### src/rtl/fifo_stage_v.sv
// fifo_stage_v: synchronous first-word-fall-through byte FIFO that feeds
// the downstream 8-bit connect stage and absorbs producer/consumer rate skew.
//
// Ports:
//   clk        rising-edge clock
//   rst        synchronous active-high reset
//   wr_en      write request
//   wr_data    write data, captured when the write is accepted
//   full       FIFO holds DEPTH entries
//   rd_en      pop request
//   rd_data    head entry, 0 while empty
//   empty      FIFO holds no entries
//   count      occupancy, 0..DEPTH
//   overflow   sticky: write requested while full
//   underflow  sticky: read requested while empty
module fifo_stage_v #(
    parameter  int DATA_W = 8,
    parameter  int DEPTH  = 8,
    localparam int AW     = $clog2(DEPTH)
) (
    input  logic              clk,
    input  logic              rst,
    input  logic              wr_en,
    input  logic [DATA_W-1:0] wr_data,
    output logic              full,
    input  logic              rd_en,
    output logic [DATA_W-1:0] rd_data,
    output logic              empty,
    output logic [AW:0]       count,
    output logic              overflow,
    output logic              underflow
);

    localparam logic [AW:0] PTR_ONE = 1;

    logic [DATA_W-1:0] mem_q [DEPTH];

    logic [AW:0] wr_ptr_q, wr_ptr_d;
    logic [AW:0] rd_ptr_q, rd_ptr_d;
    logic        ovf_q, ovf_d;
    logic        udf_q, udf_d;

    logic        full_w;
    logic        empty_w;
    logic        wr_acc;
    logic        rd_acc;

    logic [AW-1:0] wr_idx;
    logic [AW-1:0] rd_idx;

    assign wr_idx = wr_ptr_q[AW-1:0];
    assign rd_idx = rd_ptr_q[AW-1:0];

    // The extra MSB on each pointer separates "same slot, same lap"
    // (empty) from "same slot, one lap ahead" (full).
    assign empty_w = (wr_ptr_q == rd_ptr_q);
    assign full_w  = (wr_idx == rd_idx)
                  && (wr_ptr_q[AW] != rd_ptr_q[AW]);

    // Acceptance uses only the registered flags, so a pop in the same
    // cycle never makes room for a write that arrived while full, and
    // a push never feeds a pop that arrived while empty.
    assign wr_acc = wr_en && !full_w;
    assign rd_acc = rd_en && !empty_w;

    always_comb begin
        wr_ptr_d = wr_ptr_q;
        rd_ptr_d = rd_ptr_q;
        if (wr_acc) begin
            wr_ptr_d = wr_ptr_q + PTR_ONE;
        end
        if (rd_acc) begin
            rd_ptr_d = rd_ptr_q + PTR_ONE;
        end
    end

    always_comb begin
        ovf_d = ovf_q | (wr_en & full_w);
        udf_d = udf_q | (rd_en & empty_w);
    end

    always_ff @(posedge clk) begin
        if (rst) begin
            wr_ptr_q <= '0;
            rd_ptr_q <= '0;
            ovf_q    <= 1'b0;
            udf_q    <= 1'b0;
        end else begin
            wr_ptr_q <= wr_ptr_d;
            rd_ptr_q <= rd_ptr_d;
            ovf_q    <= ovf_d;
            udf_q    <= udf_d;
        end
    end

    // Storage carries no reset; empty masks whatever is left behind.
    always_ff @(posedge clk) begin
        if (!rst && wr_acc) begin
            mem_q[wr_idx] <= wr_data;
        end
    end

    assign rd_data   = empty_w ? '0 : mem_q[rd_idx];
    assign full      = full_w;
    assign empty     = empty_w;
    assign count     = wr_ptr_q - rd_ptr_q;
    assign overflow  = ovf_q;
    assign underflow = udf_q;

endmodule

### config.mk
export PLATFORM = sky130hd
export DESIGN_NAME = fifo_stage_v
export DESIGN_NICKNAME = d
export VERILOG_FILES = /design/src/rtl/fifo_stage_v.sv
export SDC_FILE = /design/constraint.sdc
export NUM_CORES = 1
export LEC_CHECK = 0
export BUFFER_PORTS_ARGS = -buffer_cell sky130_fd_sc_hd__buf_2
export CORE_MARGIN = 4
export CORE_UTILIZATION = 44
export CTS_CLUSTER_SIZE = 12
export DETAILED_ROUTE_END_ITERATION = 8
export GPL_TIMING_DRIVEN = 0
export PLACE_DENSITY = 0.62
export SYNTH_ARGS = -nofsm -noshare
export SYNTH_HDL_FRONTEND = slang
export SYNTH_SLANG_ARGS = --single-unit
### constraint.sdc
create_clock -name clk -period 2.89 [get_ports clk]
set_clock_uncertainty 0.15 [all_clocks]
set_input_delay 0 -clock clk [delete_from_list [all_inputs] [get_ports clk]]
set_output_delay 0 -clock clk [all_outputs]
set_load 0.02 [all_outputs]
==> flow_metrics.env <==
export IMPL_wl_per_cell_um=17.46
export IMPL_reg2regPathDepth=6
export IMPL_ys_top_cells_by_area="edfxtp_1 (62%), mux4_2 (12%), dfxtp_1 (8.4%), a22o_1 (2.3%), nor2_1 (2.1%)"
export IMPL_clk_latency_ns=0.34
export IMPL_num_vias=1649
export IMPL_yosysTopAreaCell="edfxtp_1"
export IMPL_fmax_mhz=337.2
export IMPL_cts_path_max_buffers=2
export IMPL_diodes=0
export IMPL_synth_top_family_by_area="multiplexers"
export IMPL_synth_edf_count=64
export IMPL_antenna_found_initial=0
export IMPL_io_buffers=27
export IMPL_regArea_um2=2182
export IMPL_whs_path_depth=2
export IMPL_worstPathCellList="inv_1, ha_1, nand3_1, o21ai_2, or3b_4, nor3_2"
export IMPL_antenna_left=0
export IMPL_p_int_w=0.001861
export IMPL_p_sw_share_pct=27.55
export IMPL_tightest_slew_ns=0.8957
export IMPL_cts_buffers=9
export IMPL_yosysSeqAreaShare_pct=70.78
export IMPL_synth_async_sr_flop_share_pct=0
export IMPL_violations="negative setup slack"
export IMPL_clk_pin_slew_worst_paths_ns=0.08
export IMPL_start_util_pct=45.38
export IMPL_vdd_ir_drop_max_mv=0.3790
export IMPL_grt_max_degree=13
export IMPL_drive_above_1_share_pct=31.30
export IMPL_synth_simple_area_share_pct=5.032
export IMPL_cts_root_buf="clkbuf_8"
export IMPL_synth_cell_types=30
export IMPL_cts_tree="yes"
export IMPL_clock_sinks=77
export IMPL_dieHeight_um=91.71
export IMPL_ys_ff_latch=77
export IMPL_synth_top_flop_cell="edfxtp_1"
export IMPL_die_w_um=91.71
export IMPL_multi_input_comb_area_um2=863.3
export IMPL_slew_violations=0
export IMPL_finalHoldViolCount=0
export IMPL_drc=0
export IMPL_via_per_inst=5.058
export IMPL_track_usage_pct=15.00
export IMPL_yosys_warnings=0
export IMPL_first_pass_iters=5
export IMPL_dpl_cell_area_um2=3348
export IMPL_drt_iter0_markers=125
export IMPL_relSlewSlack_pct=39.96
export IMPL_gp_congestion=0.7766
export IMPL_cts_setup_buffers=0
export IMPL_p_leak_nw=1.280
export IMPL_fin_crit_sh_pct=102.6
export IMPL_final_area_um2=3665
export IMPL_synth_xor_area_share_pct=2.800
export IMPL_syn_nets=193
export IMPL_regToRegEndpoint="mem_q[4][2]"
export IMPL_crit_required_ns=2.71
export IMPL_rows=30
export IMPL_fillers=560
export IMPL_synthTopCellsByCount="edfxtp_1 (64), nor2_1 (17), mux4_2 (16)"
export IMPL_powerDensity_nw_per_um2=701.1
export IMPL_final_nets=243
export IMPL_timing_rr_start="wr_ptr_q[0]"
export IMPL_slowest_stage="nor3_2"
export IMPL_hpwl_um=3594
export IMPL_path_class="reg -> reg"
export IMPL_synth_compound_area_share_pct=4.343
export IMPL_grt_ovfl_total=0
export IMPL_power_w=0.002569
export IMPL_min_period_ns=2.965
export IMPL_rsz0062_at_grt="yes"
export IMPL_synth_fa_ha_area_share_pct=2.679
export IMPL_setup_viol=16
export IMPL_hold_path_end="mem_q[1][5]"
export IMPL_p_sw_w=0.0007079
export IMPL_rrSetupSlack_ns=-0.08
export IMPL_cp_start_kind="flop"
export IMPL_grt_first_pass_wirelength_um=9142
export IMPL_synth_most_common_cell="edfxtp_1"
export IMPL_grt_pass1_vias=1683
export IMPL_netlist_area_um2=3083
export IMPL_coreArea_um2=6794
export IMPL_routed_wl_um=5692
export IMPL_syn_inst=175
export IMPL_syn_avg_cell_area_um2=17.62
export IMPL_yosysTopAreaCellShare_pct=62.34
export IMPL_cp_slowest_stage_delay_ns=0.69
export IMPL_clkPwrFrac_pct=29.6
export IMPL_cts_max_level=3
export IMPL_status="complete, but fails checks"
export IMPL_hp_start="wr_data[5]"
export IMPL_hold_class="in -> reg"
export IMPL_seq_power_share_pct=48.7
export IMPL_endpoint_kind="flop"
export IMPL_max_cap_violations=0
export IMPL_syn_to_final_growth_pct=18.87
export IMPL_crit_fanout=8
export IMPL_synthMuxAreaShare_pct=12.34
export IMPL_pwr_share_comb_pct=21.7
export IMPL_die_area_um2=8410
export IMPL_finalWorstSetupSlack_ns=-0.07531
export IMPL_arrival_ns=2.78
export IMPL_io_pins=28
==> worst max path at each step <==
stage                      startpoint           to  slack [ns]  cells after the start
after detailed placement  wr_ptr_q[0]  mem_q[1][1]       -0.17                      6
after floorplan           wr_ptr_q[0]  mem_q[4][0]        0.26                      6
after global placement    wr_ptr_q[0]  mem_q[4][1]       -0.51                      6
final                     wr_ptr_q[0]  mem_q[4][2]       -0.08                      6
after global routing      wr_ptr_q[0]  mem_q[0][4]       -0.23                      6
after CTS                 wr_ptr_q[0]  mem_q[5][6]       -0.11                      6
==> power by group through the flow <==
stage,sequential [W],combinational (W),clock (W)
global placement,0.00128,0.000549,0
finish,0.00125,0.000557,0.000760
global route,0.00125,0.000613,0.000840
detailed placement,0.00128,0.000553,0
CTS,0.00125,0.000568,0.000775
floorplan,0.00127,0.000392,0
==> cell families (layout without fill, tap and decap cells) <==
family	count (synthesis)	after routing
flops	77	77
xor+xnor	9	9
mux	18	18
compound gates	19	19
fa+ha+maj	6	6
buf+inv	13	68
simple gates	33	33
==> critical path: cells and delay by family (launching register included) <==
| kind | cells | cell delay, ns |
|---|---|---|
| buf+inv | 1 | 0.14 |
| fa+ha+maj | 1 | 0.34 |
| flops | 1 | 0.48 |
| simple gates | 3 | 1.34 |
| compound gates | 1 | 0.12 |
==> sequential cells by signal, indices dropped and copies added (netlist names), named ones only <==
register   count
wr_ptr_q       4
underflow      1
rd_ptr_q       4
overflow       1
mem_q         64
==> through the flow <==
step                setup TNS [ns]  hold slack (ns)  utilization (%)  setup WS [ns]  std cells
floorplan                        0         -0.07197                -         0.2611        175
global placement            -8.642          0.08077            49.13        -0.5091        298
detailed placement          -5.150          0.08253            49.28        -0.1679        298
CTS                         -3.102           0.2945            53.83        -0.1082        326
global route                -3.801           0.3211            53.94        -0.2285        326
finish                     -0.9266           0.3083            53.94       -0.07531        326
==> routing by layer <==
metal  GRT usage [%]  vias up  share of wire [%]
met3           3.281       11                4.4
met2           22.15       42                 46
li1                -      781                  -
met1           21.37      815                 48
met5               0        -                  0
met4           6.683        0                1.3
==> area by class of cell <==
type	count	area share [%]
sequential	77	59.54
multi-input combinational	85	23.56
timing repair buffer	39	6.965
clock buffer	10	3.482
tap	96	3.278
clock inverter	6	1.468
buffer	6	0.9901
inverter	7	0.7170
==> cells in the final DEF, fill, tap and decap left out, types with 2 or more instances in the layout <==
cell           netlist  routed
mux2i_1              2       2
nor3_2               0       2
a21oi_1              6       6
clkinv_1             0       3
xnor2_1              5       5
nor2_1              17      11
dlygate4sd3_1        0      12
or3_1                2       2
nand4_1              2       2
buf_2                2      29
dfxtp_1             13      13
a22o_1               8       8
inv_1                7       7
xor2_1               3       3
o21ai_0              2       2
edfxtp_1            64      64
ha_1                 5       5
clkbuf_8             0       9
mux4_2              16      16
nor2_2               2       8
nand2_1              4       4
clkbuf_1             2       3
==> what timing repair did <==
item,CTS,global route
resized for setup,3,3
hold buffers,12,0
endpoints found under the setup margin,64,63
endpoints found under the hold margin,75,0
Note: power is estimated with default switching activity, not from simulation.
